### src/rtl/tone_sequencer.sv
// Song player: walks an external synchronous-read song memory and turns each {half_period, dur} entry into a square wave on speaker.
// Optional macro TONE_SEQ_ARTIC_GAP_EN silences the final tick of every note with dur >= 2.
module tone_sequencer #(
   parameter int CLK_HZ   = 100000000,
   parameter int TICK_HZ  = 16,
   parameter int SONG_LEN = 64,
   parameter int DIV_W    = 20,
   parameter int DUR_W    = 4,
   localparam int AW      = $clog2(SONG_LEN)
)(
   input  logic                   clk,
   input  logic                   rst_n,
   input  logic                   start,
   input  logic                   stop,
   input  logic                   loop,
   output logic [AW-1:0]          song_addr,
   input  logic [DIV_W+DUR_W-1:0] song_data,
   output logic                   speaker,
   output logic                   busy,
   output logic                   done
);

   localparam int TICKS = CLK_HZ / TICK_HZ;
   localparam int TW    = $clog2(TICKS);

   localparam logic [TW-1:0]    TICK_ZERO = TW'(0);
   localparam logic [TW-1:0]    TICK_ONE  = TW'(1);
   localparam logic [TW-1:0]    TICK_LAST = TW'(TICKS - 1);
   localparam logic [DUR_W-1:0] DUR_ZERO  = DUR_W'(0);
   localparam logic [DUR_W-1:0] DUR_ONE   = DUR_W'(1);
   localparam logic [DIV_W-1:0] HP_ZERO   = DIV_W'(0);
   localparam logic [DIV_W-1:0] HP_ONE    = DIV_W'(1);
   localparam logic [AW-1:0]    ADDR_ZERO = AW'(0);
   localparam logic [AW-1:0]    ADDR_ONE  = AW'(1);
   localparam logic [AW-1:0]    LAST_ADDR = AW'(SONG_LEN - 1);

   typedef enum logic [1:0] {
      S_IDLE  = 2'd0,
      S_FETCH = 2'd1,
      S_LOAD  = 2'd2,
      S_PLAY  = 2'd3
   } state_t;

   state_t           r_state;
   logic [AW-1:0]    r_addr;
   logic [DIV_W-1:0] r_hp;
   logic [DUR_W-1:0] r_dur;
   logic [TW-1:0]    r_tick_cnt;
   logic [DUR_W-1:0] r_tick_num;
   logic [DIV_W-1:0] r_tone_cnt;
   logic             r_phase;
   logic             r_speaker;
   logic             r_busy;
   logic             r_done;

   logic             w_tick_wrap;
   logic [DUR_W-1:0] w_tick_num_nxt;
   logic             w_note_end;
   logic             w_tone_wrap;
   logic             w_phase_nxt;
   logic             w_last_addr;
   logic             w_gap;
   logic [DIV_W-1:0] w_data_hp;
   logic [DUR_W-1:0] w_data_dur;

   always_comb begin
      w_data_hp      = song_data[DIV_W+DUR_W-1:DUR_W];
      w_data_dur     = song_data[DUR_W-1:0];
      w_tick_wrap    = (r_tick_cnt == TICK_LAST);
      w_tick_num_nxt = w_tick_wrap ? (r_tick_num + DUR_ONE) : r_tick_num;
      w_note_end     = w_tick_wrap && (w_tick_num_nxt == r_dur);
      w_tone_wrap    = (r_hp != HP_ZERO) && (r_tone_cnt == (r_hp - HP_ONE));
      w_phase_nxt    = w_tone_wrap ? ~r_phase : r_phase;
      w_last_addr    = (r_addr == LAST_ADDR);
`ifdef TONE_SEQ_ARTIC_GAP_EN
      // Looks one cycle ahead because speaker is registered.
      w_gap          = (r_dur >= DUR_W'(2)) && (w_tick_num_nxt == (r_dur - DUR_ONE));
`else
      w_gap          = 1'b0;
`endif
   end

   always_ff @(posedge clk or negedge rst_n) begin
      if (!rst_n) begin
         r_state    <= S_IDLE;
         r_addr     <= ADDR_ZERO;
         r_hp       <= HP_ZERO;
         r_dur      <= DUR_ZERO;
         r_tick_cnt <= TICK_ZERO;
         r_tick_num <= DUR_ZERO;
         r_tone_cnt <= HP_ZERO;
         r_phase    <= 1'b0;
         r_speaker  <= 1'b0;
         r_busy     <= 1'b0;
         r_done     <= 1'b0;
      end else begin
         r_done <= 1'b0;
         if (stop) begin
            r_state   <= S_IDLE;
            r_speaker <= 1'b0;
            r_busy    <= 1'b0;
         end else begin
            case (r_state)
               S_IDLE: begin
                  r_speaker <= 1'b0;
                  if (start) begin
                     r_addr  <= ADDR_ZERO;
                     r_state <= S_FETCH;
                     r_busy  <= 1'b1;
                  end else begin
                     r_busy  <= 1'b0;
                  end
               end
               S_FETCH: begin
                  r_speaker <= 1'b0;
                  r_state   <= S_LOAD;
               end
               S_LOAD: begin
                  r_speaker <= 1'b0;
                  r_hp      <= w_data_hp;
                  r_dur     <= w_data_dur;
                  if (w_data_dur == DUR_ZERO) begin
                     // Looping from address 0 would replay an empty song forever.
                     if (loop && (r_addr != ADDR_ZERO)) begin
                        r_addr  <= ADDR_ZERO;
                        r_state <= S_FETCH;
                     end else begin
                        r_done  <= 1'b1;
                        r_busy  <= 1'b0;
                        r_state <= S_IDLE;
                     end
                  end else begin
                     r_tick_cnt <= TICK_ZERO;
                     r_tick_num <= DUR_ZERO;
                     r_tone_cnt <= HP_ZERO;
                     r_phase    <= 1'b0;
                     r_state    <= S_PLAY;
                  end
               end
               S_PLAY: begin
                  r_tick_cnt <= w_tick_wrap ? TICK_ZERO : (r_tick_cnt + TICK_ONE);
                  r_tick_num <= w_tick_num_nxt;
                  if (r_hp == HP_ZERO) begin
                     r_tone_cnt <= HP_ZERO;
                  end else begin
                     r_tone_cnt <= w_tone_wrap ? HP_ZERO : (r_tone_cnt + HP_ONE);
                  end
                  r_phase <= w_phase_nxt;
                  if (w_note_end) begin
                     r_speaker <= 1'b0;
                     if (w_last_addr) begin
                        if (loop) begin
                           r_addr  <= ADDR_ZERO;
                           r_state <= S_FETCH;
                        end else begin
                           r_done  <= 1'b1;
                           r_busy  <= 1'b0;
                           r_state <= S_IDLE;
                        end
                     end else begin
                        r_addr  <= r_addr + ADDR_ONE;
                        r_state <= S_FETCH;
                     end
                  end else begin
                     r_speaker <= w_gap ? 1'b0 : w_phase_nxt;
                  end
               end
               default: begin
                  r_state   <= S_IDLE;
                  r_speaker <= 1'b0;
                  r_busy    <= 1'b0;
               end
            endcase
         end
      end
   end

   assign song_addr = r_addr;
   assign speaker   = r_speaker;
   assign busy      = r_busy;
   assign done      = r_done;

endmodule

### config.mk
export PLATFORM = sky130hd
export DESIGN_NAME = tone_sequencer
export DESIGN_NICKNAME = d
export VERILOG_FILES = /design/src/rtl/tone_sequencer.sv
export SDC_FILE = /design/constraint.sdc
export NUM_CORES = 1
export LEC_CHECK = 0
export BUFFER_PORTS_ARGS = -buffer_cell sky130_fd_sc_hd__buf_2
export CORE_MARGIN = 3
export CORE_UTILIZATION = 55
export DETAILED_ROUTE_END_ITERATION = 7
export HOLD_SLACK_MARGIN = 0.12
export MAX_ROUTING_LAYER = met4
export PLACE_DENSITY = 0.74
export REMOVE_ABC_BUFFERS = 1
export SETUP_SLACK_MARGIN = 0.5
export SLEW_MARGIN = 10
export SYNTH_ARGS = -nofsm -noshare
export SYNTH_HDL_FRONTEND = slang
export SYNTH_SLANG_ARGS = --single-unit
export TNS_END_PERCENT = 10
### constraint.sdc
create_clock -name clk -period 3.8 [get_ports clk]
set_input_delay 0.76 -clock clk [delete_from_list [all_inputs] [get_ports clk]]
set_output_delay 0.76 -clock clk [all_outputs]
set_load 0.02 [all_outputs]
==> flow_metrics.tcl <==
set metrics [dict create \
    cts_setup_buffers 0 \
    p_sw_share_pct 35.5 \
    switchingPower_mw 0.912 \
    drive_gt1_share_pct 16.0 \
    clockRootBuffer "clkbuf_8" \
    pre_cts_ws_ns 0.626 \
    grt_max_degree 84 \
    stdcell_area_um2 5580 \
    synth-seq-cells 83 \
    finalHoldViolations 0 \
    synth_top_family_by_area "simple AND/OR/NAND/NOR gates" \
    maxSlewHeadroom_pct 29.9 \
    core_um2 8850 \
    setup_tns_ns 0 \
    routabilityCongestion 0.910 \
    outcome "finished clean" \
    crit_chain "or4_4, nor4_1, a211oi_1, o32a_1, nor4_4, nand4_4, buf_4, xor2_1, nor3_1" \
    grt-ovfl-total 0 \
    synthXorXnorAreaFrac_pct 5.76 \
    track_usage_pct 24.6 \
    die_h_um 102 \
    pwr_density_cell_nw_per_um2 461 \
    cp.buffers_inverters 1 \
    ios 38 \
    synthSimpleGateAreaFrac_pct 26.3 \
    p_int_mw 1.66 \
    synthAdderAreaFrac_pct 1.72 \
    insertion_delay_ns 0.36 \
    clkTransAtPathRegs_ns 0.09 \
    detail_route.vias_per_cell 6.20 \
    dr.pass1.iters 5 \
    ys.flop_type "dfrtp_1" \
    synth_top_area_share_pct 40.7 \
    cap_violations 0 \
    syn_area_um2 5100 \
    seq_area_frac_synth_pct 40.7 \
    syn_area_per_cell_um2 8.75 \
    fin_nets 644 \
    hold_depth 1 \
    cp.required_ns 4.08 \
    synthMuxAreaShare_pct 5.54 \
    rows 34 \
    slowest_delay_ns 0.63 \
    p_comb_share_pct 27.7 \
    min_period_over_period_pct 80.9 \
    ys_top_cells_by_area "dfrtp_1, o21ai_0, nand2_1" \
    postRouteAntennaNets 0 \
    avgRoutedWirePerCell_um 16.5 \
    criticalPathCategory "flip-flop to flip-flop" \
    crit_arrival_ns 3.35 \
    peakVddDrop_mv 0.244 \
    async_flop_share_pct 100 \
    num_antenna_cells 0 \
    wirelength_um 11900 \
    rsz0062_at_grt "no" \
    crit_cells 9 \
    finalHoldWorstSlack_ns 0.493 \
    fmax_ghz 0.325 \
    hold_class "flip-flop to flip-flop" \
    critical_path.top_delay_family "simple AND/OR/NAND/NOR gates" \
    clkPwrFrac_pct 25.0 \
    finalSetupViolCount 0 \
    yosys_warnings 0 \
    cp_max_fo 19 \
    place_area_um2 5360 \
    synth_compound_area_share_pct 15.6 \
    tightest_slew_ns 1.05 \
    ctsHoldBuffers 0 \
    cts_max_level 3 \
    start_util_pct 57.7 \
    cp-start-kind "flip-flop" \
    synth_top_area_cell "dfrtp_1" \
    finClkSkew_ns 0.00933 \
    antenna_found_initial 0 \
    dp_hpwl_um 8480 \
    die_area_um2 10500 \
    total_power_mw 2.57 \
    synth_cell_types 59 \
    chipWidth_um 102 \
    grt_pass1_wl_um 19800 \
    p_leak_nw 2.37 \
    io_buffer_count 37 \
    end_kind "flip-flop" \
    syn_inst 583 \
    slew_viol_final 0 \
    grt_pass1_vias 4099 \
    rr_worst_depth 9 \
    drc 0 \
    clock_path_buffers 2 \
    ctsResizeCount 0 \
    drt_iter0_drc 311 \
    vias 4470 \
    cts_buffers 9 \
    area_growth_pct 9.34 \
    cp_slowest_cell "or4_4" \
    p_seq_share_pct 47.4 \
    min_period_ns 3.07 \
    synth_edf_count 0 \
    worst_slack_ns 0.726 \
    cts_tree "built" \
    clock_sinks 83 \
]
[per-layer routing]
metal  share of wire [%]  GRT usage (%)  vias to the layer above
met5                   0              -                        -
met4                 1.8           7.47                        0
met3                 4.5           4.23                       19
met2                  49           40.0                      130
met1                  45           31.4                     2158
li1                    -              -                     2163
[Yosys cell counts, types with 3 or more instances]
master and count:
nor4_1 12, clkbuf_1 25, nor3_1 10, o31ai_1 4, a21oi_1 12, o21ai_0 56
dfrtp_1 83, buf_1 3, nor2b_1 4, a41oi_1 3, and4_1 3, a22o_1 3
mux2_2 18, o211ai_1 5, xnor2_1 17, o22ai_1 5, or4_1 3, ha_1 7
a31oi_1 20, or3_1 5, inv_1 17, and3_1 18, mux2i_1 8, or2_2 4
nand3_1 34, and2_1 10, nand4_1 20, o21ai_1 5, xor2_1 14, buf_6 4
nor2_1 38, nand2b_1 6, nand2_1 71
[worst reg2reg max path, cell delays in order (launching register included)]
cell      delay [ns]
dfrtp_1         0.46
or4_4           0.63
nor4_1          0.30
a211oi_1        0.12
o32a_1          0.39
nor4_4          0.29
nand4_4         0.19
buf_4           0.24
xor2_1          0.16
nor3_1          0.21
[sequential cells by signal (all words and copies together) (netlist names)]
name,cells
busy,1
r_tone_cnt,20
r_phase,1
r_tick_cnt,23
r_dur,4
r_state,2
speaker,1
song_addr,6
r_tick_num,4
done,1
r_hp,20
[placed cells by master, fill, tap and decap left out, types with 3 or more instances in the layout]
| master | instances |
|---|---|
| a21oi_1 | 12 |
| a22o_1 | 3 |
| a31oi_1 | 20 |
| a41oi_1 | 3 |
| and2_1 | 10 |
| and3_1 | 18 |
| and4_1 | 3 |
| buf_2 | 36 |
| buf_4 | 11 |
| clkbuf_8 | 9 |
| dfrtp_1 | 83 |
| ha_1 | 6 |
| inv_1 | 17 |
| mux2_2 | 18 |
| mux2i_1 | 8 |
| nand2_1 | 71 |
| nand2b_1 | 6 |
| nand3_1 | 34 |
| nand4_1 | 20 |
| nor2_1 | 37 |
| nor2b_1 | 4 |
| nor3_1 | 10 |
| nor4_1 | 12 |
| o211ai_1 | 5 |
| o21ai_0 | 56 |
| o21ai_1 | 4 |
| o22ai_1 | 5 |
| o31ai_1 | 4 |
| or2_2 | 4 |
| or3_1 | 5 |
| or4_1 | 3 |
| xnor2_1 | 17 |
| xor2_1 | 14 |
[kinds of logic (layout without fill, tap and decap cells)]
kind of cell | Yosys count | count (layout)
AO/OA/AOI/OAI | 131 | 131
XOR/XNOR | 32 | 32
adder cells (fa/ha/maj) | 7 | 7
buffers and inverters | 51 | 81
flip-flops | 83 | 83
multiplexers | 26 | 26
AND/OR/NAND/NOR | 253 | 253
[cell type report]
cell class,count,area [µm²]
multi-input cells,449,2830
clock buffers,10,128
inverters,17,63.8
fillers,766,3270
well taps,108,135
clock inverters,6,65.1
repair buffers,48,283
flip-flops and latches,83,2080
[power groups by stage]
stage	sequential, mW	combinational (mW)	clock [mW]
after global routing	1.24	0.789	0.696
after floorplan	1.18	0.510	0
after detailed placement	1.23	0.689	0
after global placement	1.23	0.681	0
final	1.22	0.711	0.642
after CTS	1.21	0.692	0.661
[metrics by stage]
stage / utilization, % / std cells
2_1_floorplan: - / 549
3_3_place_gp: 60.6 / 705
3_5_place_dp: 60.6 / 705
4_1_cts: 62.8 / 721
5_1_grt: 63.1 / 721
6_report: 63.1 / 721
[worst paths after layout]
| kind | start | end | slack, ns |
|---|---|---|---|
| worst min-delay path | r_tick_cnt[20]$_DFFE_PN0P_ | r_tick_cnt[20]$_DFFE_PN0P_ | 0.49 |
| max in group asynchronous | rst_n | r_tone_cnt[3]$_DFFE_PN0P_ | 2.55 |
| worst max-delay path | r_hp[3]$_DFFE_PN0P_ | speaker$_DFF_PN0_ | 0.73 |
| worst max register to register | r_hp[3]$_DFFE_PN0P_ | speaker$_DFF_PN0_ | 0.73 |
| worst min register to register | r_tick_cnt[20]$_DFFE_PN0P_ | r_tick_cnt[20]$_DFFE_PN0P_ | 0.49 |
| min in group asynchronous | rst_n | r_hp[2]$_DFFE_PN0P_ | 0.58 |
Power figures use the tool's default switching activity.
